$ cat config.mk
export PLATFORM = sky130hd
export DESIGN_NAME = mem_arbiter
export DESIGN_NICKNAME = d
export VERILOG_FILES = /design/src/rtl/mem_arbiter.sv
export SDC_FILE = /design/constraint.sdc
export NUM_CORES = 1
export LEC_CHECK = 0
export ABC_AREA = 1
export CAP_MARGIN = 15
export CORE_MARGIN = 8
export CORE_UTILIZATION = 29
export DETAILED_ROUTE_END_ITERATION = 8
export HOLD_SLACK_MARGIN = 0.02
export PLACE_DENSITY = 0.81
export SYNTH_ARGS = -nofsm -noshare
export SYNTH_HDL_FRONTEND = slang
export SYNTH_SLANG_ARGS = --single-unit
$ cat constraint.sdc
create_clock -name clk -period 2.1 [get_ports clk]
set_clock_uncertainty 0.05 [all_clocks]
set_input_delay 0.315 -clock clk [delete_from_list [all_inputs] [get_ports clk]]
set_output_delay 0.315 -clock clk [all_outputs]
set_load 0.005 [all_outputs]
$ cat src/rtl/mem_arbiter.sv
// -----------------------------------------------------------------------------
// mem_arbiter
//
// Shares one single-port, byte-writable, unified instruction/data memory
// between the core's instruction fetch port and its data access port.
// At most one access is granted per cycle. The granted access goes to the
// memory in that same cycle. Read data comes back one cycle later and is
// steered to the requester that issued the read.
//
// Data normally wins a conflict. A starve counter bounds how many
// consecutive conflicts data may win before fetch is forced through.
// A saturating conflict counter is exposed for performance tuning.
//
// Ports
//   clk, reset_n            clock (rising edge), async active-low reset
//   i_req/i_addr            instruction fetch request and byte address
//   i_gnt                   fetch accepted this cycle (combinational)
//   i_rvalid/i_rdata        fetch data, one cycle after i_gnt; zero otherwise
//   d_req/d_addr/d_wdata    data request, byte address and store data
//   d_wr_en                 byte write enables; 0 means a load
//   d_gnt                   data request accepted this cycle (combinational)
//   d_rvalid/d_rdata        load data, one cycle after a granted load
//   mem_en/mem_addr         memory strobe and byte address
//   mem_wdata/mem_wr_en     memory write data and byte enables
//   mem_rdata               memory read data (1-cycle latency)
//   conflict_cnt            saturating count of cycles with both requests high
// -----------------------------------------------------------------------------
module mem_arbiter #(
  parameter int WIDTH      = 32,
  parameter int ADDR       = 16,
  parameter int STARVE_MAX = 3    // legal range 1..15
) (
  input  logic             clk,
  input  logic             reset_n,

  input  logic             i_req,
  input  logic [ADDR-1:0]  i_addr,
  output logic             i_gnt,
  output logic             i_rvalid,
  output logic [WIDTH-1:0] i_rdata,

  input  logic             d_req,
  input  logic [ADDR-1:0]  d_addr,
  input  logic [WIDTH-1:0] d_wdata,
  input  logic [3:0]       d_wr_en,
  output logic             d_gnt,
  output logic             d_rvalid,
  output logic [WIDTH-1:0] d_rdata,

  output logic             mem_en,
  output logic [ADDR-1:0]  mem_addr,
  output logic [WIDTH-1:0] mem_wdata,
  output logic [3:0]       mem_wr_en,
  input  logic [WIDTH-1:0] mem_rdata,

  output logic [15:0]      conflict_cnt
);

  localparam logic [3:0]  STARVE_LIM = 4'(STARVE_MAX);
  localparam logic [15:0] CNT_SAT    = 16'hFFFF;

  // Owner of the read returning this cycle: bit 0 = fetch, bit 1 = data load.
  logic [1:0]  r_tag;
  logic [3:0]  r_starve_cnt;
  logic [15:0] r_conflict_cnt;

  logic w_both;
  logic w_force_i;
  logic w_i_gnt;
  logic w_d_gnt;
  logic w_d_load;

  // ---------------------------------------------------------------------------
  // Grant: data wins by default; fetch wins once data has taken STARVE_MAX
  // consecutive conflicts. Grants depend only on requests and the starve
  // counter, so they stay 0 whenever the requests are 0, even in reset.
  // ---------------------------------------------------------------------------
  assign w_both    = i_req & d_req;
  assign w_force_i = (r_starve_cnt == STARVE_LIM);
  assign w_i_gnt   = i_req & (~d_req | w_force_i);
  assign w_d_gnt   = d_req & ~w_i_gnt;
  assign w_d_load  = w_d_gnt & (d_wr_en == 4'b0000);

  assign i_gnt  = w_i_gnt;
  assign d_gnt  = w_d_gnt;
  assign mem_en = w_i_gnt | w_d_gnt;

  // ---------------------------------------------------------------------------
  // Memory-side mux. An idle cycle and a fetch both drive zero write data and
  // zero enables, so a fetch can never corrupt memory.
  // ---------------------------------------------------------------------------
  always_comb begin
    // NOTE: every output gets a default first so no path leaves it unassigned
    // (an unassigned path would infer a latch).
    mem_addr  = '0;
    mem_wdata = '0;
    mem_wr_en = 4'b0000;
    if (w_d_gnt) begin
      mem_addr  = d_addr;
      mem_wdata = d_wdata;
      mem_wr_en = d_wr_en;
    end else if (w_i_gnt) begin
      mem_addr  = i_addr;
    end
  end

  // ---------------------------------------------------------------------------
  // State: owner tag, starve counter, conflict counter. Reset is asynchronous,
  // so an in-flight read is dropped and both rvalids fall the moment reset_n
  // goes low.
  // ---------------------------------------------------------------------------
  always_ff @(posedge clk or negedge reset_n) begin
    if (!reset_n) begin
      r_tag          <= 2'b00;
      r_starve_cnt   <= 4'd0;
      r_conflict_cnt <= 16'd0;
    end else begin
      // NOTE: non-blocking assignments so every register samples the
      // pre-edge values regardless of statement order.
      // Stores produce no read return, so only loads set the data tag bit.
      r_tag <= {w_d_load, w_i_gnt};

      // A conflict that fetch loses means data won it. Fetch is forced at
      // STARVE_LIM, which clears the counter, so it never passes the limit.
      if (!i_req || w_i_gnt) begin
        r_starve_cnt <= 4'd0;
      end else if (w_both && (r_starve_cnt < STARVE_LIM)) begin
        r_starve_cnt <= r_starve_cnt + 4'd1;
      end

      if (w_both && (r_conflict_cnt != CNT_SAT)) begin
        r_conflict_cnt <= r_conflict_cnt + 16'd1;
      end
    end
  end

  // ---------------------------------------------------------------------------
  // Read return steering: data is forced to zero on the side that does not
  // own the returning read.
  // ---------------------------------------------------------------------------
  assign i_rvalid = r_tag[0];
  assign d_rvalid = r_tag[1];
  assign i_rdata  = r_tag[0] ? mem_rdata : '0;
  assign d_rdata  = r_tag[1] ? mem_rdata : '0;

  assign conflict_cnt = r_conflict_cnt;

endmodule

======== Word level (Yosys, flattened, before mapping) ========
Cells that the tools add are included.
operators by class
  $mul .................................... 0
  shift-type cells ........................ 0
  equal/unequal tests ..................... 2
  bitwise gates (word level) .............. 8
  multiplexer cells ....................... 8
  order comparisons ....................... 1
  divide/modulo/power cells ............... 0
  $add $sub $neg .......................... 2
  reduce and logical (&&, ||, !) cells .... 6
operators with widths
  cell                     number
  $mux W32                 3
  $mux W16                 2
  $add A16 B1 Y16 const B  1
  $ne A16 B16 Y1 const B   1
  $mux W4                  3
  $add A4 B1 Y4 const B    1
  $and A1 B1 Y1            4
  $eq A4 B2 Y1 const B     1
  $logic_not A4 Y1         1
  $lt A4 B2 Y1 const B     1
  $logic_and A1 B1 Y1      2
  $not A1 Y1               2
  $or A1 B1 Y1             2
  $reduce_bool A2 Y1       1
  $logic_not A1 Y1         1
  $logic_or A1 B1 Y1       1
word-level totals
  memory bits (writable) .................. 0
  memories kept ........................... 0
  logic and storage cells ................. 30
  latch bits .............................. 0
  memory bits (read-only) ................. 0
  flip-flop bits (word level) ............. 22

======== Logic depth before layout (Yosys ltp) ========
Gate-level depths: netlist of run 1.
  depth in word-level cells ............... 6
  gate-level depth with buffers ........... 9
  depth with buffers taken out ............ 8

======== Worst setup path before layout of run 1 ========
No wires, ideal clock.
  path type ............................... register to output
  start ................................... register r_starve_cnt[0]
  end ..................................... output mem_addr[10]
  stages on the path, launching flop included .. 10
  arrival ................................. 1.219 ns
  slack ................................... 0.516 ns
  data required time ...................... 1.735 ns
  buffers on the path ..................... 1
  cells stage by stage .................... dfrtp_1 > ha_1 > nand2_1 > nand2_1 > nand2_1 > nand2_1 > inv_2 > buf_2 > nand2_1 > nand2_1
between the ends
  word-level cells in the longest chain between the ends .. 6
  elaborated cells on any way between the ends .. 7
  classes of those cells .................. eq/ne (1); mux (2); bitwise (4)
RTL lines
  what                    line  RTL
  from (decl)             64    logic [3:0] r_starve_cnt;
  from (signal assigned)  128   r_starve_cnt <= r_starve_cnt + 4'd1;
  $eq A4 B2 Y1            79    assign w_force_i = (r_starve_cnt == STARVE_LIM);
  $or A1 B1 Y1            80    assign w_i_gnt = i_req & (~d_req | w_force_i);
  $and A1 B1 Y1           80
  $not A1 Y1              81    assign w_d_gnt = d_req & ~w_i_gnt;
  $and A1 B1 Y1           81
  net d_gnt               46    output logic d_gnt,
  $mux W16                98    if (w_d_gnt) begin
  to (decl)               51    output logic [ADDR-1:0] mem_addr,
The timed path passes the listed nets, and every way through them passes these cells.

======== Worst setup path in the final report of run 1 ========
  start ................................... register r_starve_cnt[1]
  end ..................................... output mem_addr[14]
between the ends
  word-level cells in the longest chain between the ends .. 6
  elaborated cells on any way between the ends .. 7
  classes of those cells .................. eq/ne (1); mux (2); bitwise (4)
RTL lines
  what             line
  $eq A4 B2 Y1 *   79
  $or A1 B1 Y1 *   80
  $and A1 B1 Y1 *  80
  $not A1 Y1       81
  $and A1 B1 Y1    81
  $mux W16 *       98
Every way passes the cells marked *; elsewhere a longest branch is shown, timed or not.

==> results by group, run 1 <==
Critical path
  • Setup crit end kind: output pin
  • Critical path fanouts, max: 5
  • Flop-to-flop setup slack: ~330 ps
  • Crit path buffers/inverters: 5
  • Most frequent CP cell: nand2_2
  • Crit path max-delay family: buffers and inverters
  • R2R cell count: 7
  • Arrival time worst endpoint: roughly 1700 ps
  • Max stage delay on crit path: 400 ps
  • WP data required: between 1500 and 2000 ps
  • Cells along the critical path: ha_2 -> nand2_2 -> nand2_2 -> nand2_4 -> buf_6 -> inv_8 -> buf_12 -> buf_6 -> nand2_2 -> nand2_1 -> buf_2
  • Critical R2R Capture: conflict_cnt[14]$_DFFE_PN0P_
  • Reg2reg start: conflict_cnt[0]$_DFFE_PN0P_
  • Startpoint types: flop
  • Crit-path slowest cell: dfrtp_1
  • Kind of critical path: reg2out

Hold path
  • Worst hold path class: in2async

Floorplan
  • Top-Level Pins: 241
  • Die W: 105.4 µm
  • Total core area: 0.007727 mm²
  • Die area: 0.01110 mm²
  • Starting Density: roughly 30%
  • # rows: 32
  • Die Span Y: 105.4 µm

Clock tree
  • Sink Count: 22
  • Htree depth: 1
  • Worst-Skew Late Latency: ~260 ps
  • TritonCTS Buffers: 3
  • Bufs on Longest Clock Path: 2
  • Root Driver: clkbuf_8
  • Hold bufs inserted after CTS: 0
  • CTS tree: built
  • Clk slew on worst S/H paths: 80 ps

Flow run
  • Maxcap violations: 0

Power
  • Sequential power share: 32.7%
  • P_int: 1.098 mW
  • Leak: 2.909 nW
  • Pwr Density: 312.1 mW/mm²
  • Sw Share: 31.30%
  • Peak supply drop: around 0.0005 V
  • Clock network power share: 19.1%
  • Switching power: 0.5002 mW
  • Gate power share: between 40 and 50%

GRT
  • Global route overflow: 0
  • Pin count of the biggest net entering global routing: 34
  • First-pass GRT wire length: 18.22 mm
  • Initial antenna violation count: 0
  • Vias in the first global route: between 3,000 and 4,000
  • Total Routing Usage GR: about a fifth

Routing
  • Routed Wire Length: 12.13 mm
  • First drt pass iteration count: 4
  • Via/cell ratio: 4.287
  • DR WL/cell: 15.07 µm
  • 1st-iter DRT viols: 123
  • DRC Markers: 0
  • Remaining antenna violation count after routing: 0
  • Via count: 3,451

Yosys
  • Synth warnings: 0
  • Synth Cell Area: 0.002316 mm²
  • Post-Syn Instances: ~440
  • Post-synth EDFFs: 0
  • Synth Register Bits: 22
  • Post-Syn Nets: 544
  • Synth Area per Inst: 5.288 µm²
  • Sequential cell area fraction in the yosys report: between 20% and 30%
  • Yosys cell types: 26
  • Async S/R FF share, synth: 100.0%
  • Ys flop type: dfrtp_1

Placement
  • Port Buffers: 240
  • RD Place Congestion: 0.8389
  • Placed inst area: 0.004861 mm²
  • Cells after DPL: 779
  • HPWL Detailed: 10.18 mm

Run status
  • Outcome: complete, no violations

STA
  • Final Cycle Share: a little over nine tenths
  • Fmax: 0.4828 GHz
  • Final-report setup violation count: 0
  • Pins Over Slew Limit: 0
  • Final Hold Vio Count: 0
  • Worst slew pin tran: 409.8 ps
  • Final min period: 2071 ps
  • Unrepaired setup endpoints after global routing: true
  • Relative slew slack: 72.68%

Final layout
  • Most frequent cells in the layout: clkdlybuf4s50_1 (186), nand2_1 (169), inv_1 (117)
  • Most common cell after layout, fill and taps aside: clkdlybuf4s50_1
  • Fill count: between 600 and 700
  • Finished Layout Cells: around 810
  • Layout area overhead: 121.1%
  • Post-route cell area: around 0.0051 mm²
  • Layout Utilization: about 66%
  • Nets: 809
  • Layout cells sized above 1: between 10% and 20%
-- kinds of logic (layout without fill, tap and decap cells) --
| kind of cell | Yosys count | in the layout | share of synthesized area, % |
|---|---|---|---|
| DFF | 22 | 22 | 23.77 |
| xor gates and xnor gates | 8 | 8 | 3.026 |
| adders and majority gates | 2 | 2 | 1.080 |
| buffers and inverters | 133 | 397 | 23.93 |
| AOI/OAI and AO/OA | 6 | 6 | 1.459 |
| other | 0 | 1 | 0 |
| and+or+nand+nor | 267 | 267 | 46.73 |
-- registers in the layout, indices dropped and copies added (netlist names) --
register,cells
conflict_cnt,16
r_starve_cnt,4
r_tag,2
-- worst reg2reg max path, stage by stage, from the launching register on --
cell and delay (ps):
dfrtp_1 480, ha_1 300, inv_1 100, nor2_4 140, nand2_2 80, o21a_1 340, nand2_1 130, nand2_1 50
-- per-stage QoR --
step	power, mW	worst slack, ps	setup TNS [ps]	hold slack [ps]
after floorplan	0.7568	515.6	0	-30.59
after global placement	1.265	-239.2	-9967	446.1
after detailed placement	1.283	-278.3	-11040	460.6
after CTS	1.587	-180.7	-922.3	354.5
after global routing	1.691	-50.53	-342.2	376.5
final	1.598	28.64	0	345.8
-- power groups by stage --
stage	Combinational, mW	Sequential (mW)	Clock (mW)
2_1_floorplan	0.233	0.524	0
4_1_cts	0.755	0.521	0.311
6_report	0.770	0.523	0.305
3_3_place_gp	0.737	0.528	0
5_1_grt	0.832	0.530	0.329
3_5_place_dp	0.754	0.529	0
-- what timing repair did --
action / in CTS / in global routing
setup endpoints to repair: 54 / 51
gates resized for setup: 103 / 53
pin swaps: 3 / 9
cloned: 3 / 0
buffers inserted: 12 / 6
-- per-layer routing --
metal | track usage (%) | wire (µm)
met1 | 21.81 | 4494
met2 | 38.53 | 6378
met3 | 4.933 | 1085
met4 | 4.179 | 172
met5 | 0 | 0
-- cell type report --
class                      instances  area, µm²  area share [%]
antenna                            1      2.502         0.04886
inverter                         119      461.7           9.015
timing repair buffer             273       2636           51.48
clock buffer                       4      55.05           1.075
multi-input combinational        283       1280           24.99
tap                              102      127.6           2.492
timing repair inverter             1      7.507          0.1466
sequential                        22      550.5           10.75
-- worst max-delay path by stage --
stage               cells after the start  slack, ps           end                   startpoint
floorplan                               9        520  mem_addr[10]  r_starve_cnt[0]$_DFFE_PN0P_
global placement                        8       -240  mem_addr[14]                        d_req
detailed placement                      8       -280  mem_addr[14]                        d_req
CTS                                    11       -180   mem_addr[9]  r_starve_cnt[0]$_DFFE_PN0P_
global route                           11        -50  mem_addr[14]  r_starve_cnt[1]$_DFFE_PN0P_
finish                                 11         30  mem_addr[14]  r_starve_cnt[1]$_DFFE_PN0P_
-- synthesized netlist by cell type, types with 3 or more instances --
master | instances | area share (%)
clkbuf_1 | 6 | 0.97
nor2_1 | 53 | 8.6
nor2_2 | 3 | 0.81
buf_6 | 4 | 1.9
nand3_1 | 10 | 2.2
o21ai_0 | 3 | 0.65
inv_1 | 117 | 19
xnor2_1 | 8 | 3.0
nand2_2 | 4 | 1.1
nand2_1 | 185 | 30
nand4_1 | 6 | 1.6
dfrtp_1 | 22 | 24
(Power assumes the default switching activity.)
==> inputs of run 2 (changes only) <==
--- a/config.mk
+++ b/config.mk
@@ -7,11 +7,13 @@
 export LEC_CHECK = 0
 export ABC_AREA = 1
 export CAP_MARGIN = 15
-export CORE_MARGIN = 8
-export CORE_UTILIZATION = 29
+export CORE_AREA = 8 8 88 90
 export DETAILED_ROUTE_END_ITERATION = 8
+export DIE_AREA = 0 0 96 98
+export DONT_BUFFER_PORTS = 1
 export HOLD_SLACK_MARGIN = 0.02
-export PLACE_DENSITY = 0.81
+export REMOVE_ABC_BUFFERS = 1
+export SETUP_SLACK_MARGIN = 0.2
 export SYNTH_ARGS = -nofsm -noshare
 export SYNTH_HDL_FRONTEND = slang
 export SYNTH_SLANG_ARGS = --single-unit
==> results by group, run 2 (synthesis results as in run 1) <==
Routing
  • First drt pass iteration count: 4
  • Routed Wire Length: approximately 8.5 mm
  • Via count: 2,539
  • DR WL/cell: 15.95 µm
  • DRC Markers: 0
  • Via/cell ratio: 4.782
  • 1st-iter DRT viols: 80
  • Remaining antenna violation count after routing: 0

Clock tree
  • CTS tree: built
  • Sink Count: 22
  • Worst-Skew Late Latency: 260 ps
  • Htree depth: 1
  • Clk slew on worst S/H paths: 80 ps
  • TritonCTS Buffers: 3
  • Root Driver: clkbuf_8
  • Bufs on Longest Clock Path: 2

Critical path
  • WP data required: 1740 ps
  • Crit path buffers/inverters: 1
  • Setup crit end kind: output pin
  • Flop-to-flop setup slack: 290 ps
  • Startpoint types: flop
  • Max stage delay on crit path: 420 ps
  • Crit-path slowest cell: dfrtp_1
  • Kind of critical path: reg2out
  • Critical path fanouts, max: 22
  • Crit path max-delay family: simple AND/OR/NAND/NOR gates
  • Arrival time worst endpoint: ~1500 ps
  • Cells along the critical path: nor2_4 -> nand2_2 -> nand2_2 -> nand2_4 -> nand2_8 -> buf_6 -> nor2_1
  • Most frequent CP cell: nand2_2

Final layout
  • Fill count: 673
  • Post-route cell area: 0.002650 mm²
  • Finished Layout Cells: 531
  • Layout area overhead: 14.42%
  • Layout cells sized above 1: 15.30%
  • Most common cell after layout, fill and taps aside: nand2_1
  • Ant. Diodes: 0
  • Nets: 558
  • Max reg flops: 16
  • Layout Utilization: approximately two fifths
  • Most frequent cells in the layout: nand2_1 (181), inv_1 (117), nor2_1 (30)

Floorplan
  • Die W: 96 µm
  • Total core area: 0.006494 mm²
  • Die Span Y: 98 µm
  • Die area: 0.009408 mm²
  • Top-Level Pins: 241
  • # rows: 30
  • Starting Density: approximately 36%

Placement
  • HPWL Detailed: 7.123 mm
  • Placed inst area: between 0.002 and 0.0025 mm²
  • Port Buffers: 0
  • RD Place Congestion: 0.7903
  • Cells after DPL: between 500 and 600

Power
  • Clock network power share: 26.5%
  • P_int: 0.7437 mW
  • Sequential power share: 46.2%
  • Pwr Density: 436.5 mW/mm²
  • Final Power: 1.157 mW
  • Gate power share: 27.3%
  • Leak: ~1.8 nW
  • Sw Share: 35.70%
  • Switching power: 0.4130 mW
  • Peak supply drop: 0.0002456 V

GRT
  • Vias in the first global route: 2,504
  • Total Routing Usage GR: between 15 and 20%
  • First-pass GRT wire length: around 12 mm
  • Initial antenna violation count: 0
  • Pin count of the biggest net entering global routing: 34
  • Global route overflow: 0

STA
  • Fmax: between 0.5 and 0.6 GHz
  • Final Hold Vio Count: 0
  • Setup tns final: 0 ps
  • Worst slew pin tran: 997.5 ps
  • Final Cycle Share: 88.76%
  • Final-report setup violation count: 0
  • Relative slew slack: 33.28%
  • Final min period: 1864 ps
  • Unrepaired setup endpoints after global routing: true
  • Pins Over Slew Limit: 0

Flow run
  • Maxcap violations: 0

Hold path
  • Worst hold path class: in2reg

Run status
  • Outcome: complete, no violations
run 2: cell types whose count changed in the layout (fill, tap and decap cells not counted), moves of 11 or more:
cell,before,now
clkdlybuf4s50_1,186,0
dlygate4sd2_1,27,0
nor2_1,52,30
nor2_2,4,25
buf_2,12,0
nand2_1,169,181
nand2_2,17,6
run 2: power by group through the flow:
stage	logic, mW	registers [mW]	clock network [mW]
finish	0.316	0.534	0.306
CTS	0.306	0.536	0.317
floorplan	0.205	0.531	0
global placement	0.273	0.542	0
global route	0.356	0.544	0.332
detailed placement	0.279	0.545	0
run 2: stage by stage:
step	setup WS, ps	hold slack (ps)
after floorplan	-88.09	-30.59
after global placement	313.0	-30.04
after detailed placement	269.9	-30.00
after CTS	219.2	70.23
after global routing	142.0	71.59
final	236.0	77.06
run 2: path summary, 6_finish.rpt:
kind                                              from                     endpoint  cells past startpoint
setup / recovery           r_starve_cnt[3]$_DFFE_PN0P_                 mem_wdata[2]                      7
hold / removal                              d_wr_en[3]           r_tag[1]$_DFF_PN0_                      1
setup reg to reg           r_starve_cnt[3]$_DFFE_PN0P_  r_starve_cnt[1]$_DFFE_PN0P_                     11
hold reg to reg            r_starve_cnt[3]$_DFFE_PN0P_  r_starve_cnt[3]$_DFFE_PN0P_                      2
max in group asynchronous                      reset_n  conflict_cnt[0]$_DFFE_PN0P_                      1
min in group asynchronous                      reset_n  conflict_cnt[7]$_DFFE_PN0P_                      1
run 2: layout make-up:
| cell class | instances | area, µm² | area share, % |
|---|---|---|---|
| inverter | 119 | 451.7 | 17.04 |
| clock buffer | 4 | 55.05 | 2.077 |
| tap | 80 | 100.1 | 3.777 |
| sequential | 22 | 551.8 | 20.82 |
| timing repair buffer | 22 | 175.2 | 6.610 |
| multi-input combinational | 284 | 1316 | 49.67 |
run 2: timing repair:
item / CTS / global route
gates resized for setup: 12 / 27
pin swaps: 2 / 6
cloned: 1 / 0
setup endpoints to repair: 51 / 65
buffers inserted: 10 / 0
hold buffers: 1 / 0
endpoints found under the hold margin: 22 / 0
run 2: metal layers:
metal	share of wire, %	vias up	GRT usage, %
li1	-	1245	-
met1	39	1124	17.76
met2	50	154	28.53
met3	9.1	16	3.530
met4	2.0	0	5.444
met5	0	-	0
==> inputs of run 3 (changes only) <==
--- a/config.mk
+++ b/config.mk
@@ -8,10 +8,11 @@
 export ABC_AREA = 1
 export CAP_MARGIN = 15
 export CORE_AREA = 8 8 88 90
+export CTS_CLUSTER_SIZE = 16
 export DETAILED_ROUTE_END_ITERATION = 8
 export DIE_AREA = 0 0 96 98
 export DONT_BUFFER_PORTS = 1
-export HOLD_SLACK_MARGIN = 0.02
+export HOLD_SLACK_MARGIN = 0.03
 export REMOVE_ABC_BUFFERS = 1
 export SETUP_SLACK_MARGIN = 0.2
 export SYNTH_ARGS = -nofsm -noshare
==> results of run 3 <==
Final layout, timing and power as in run 2 (identical DEF).
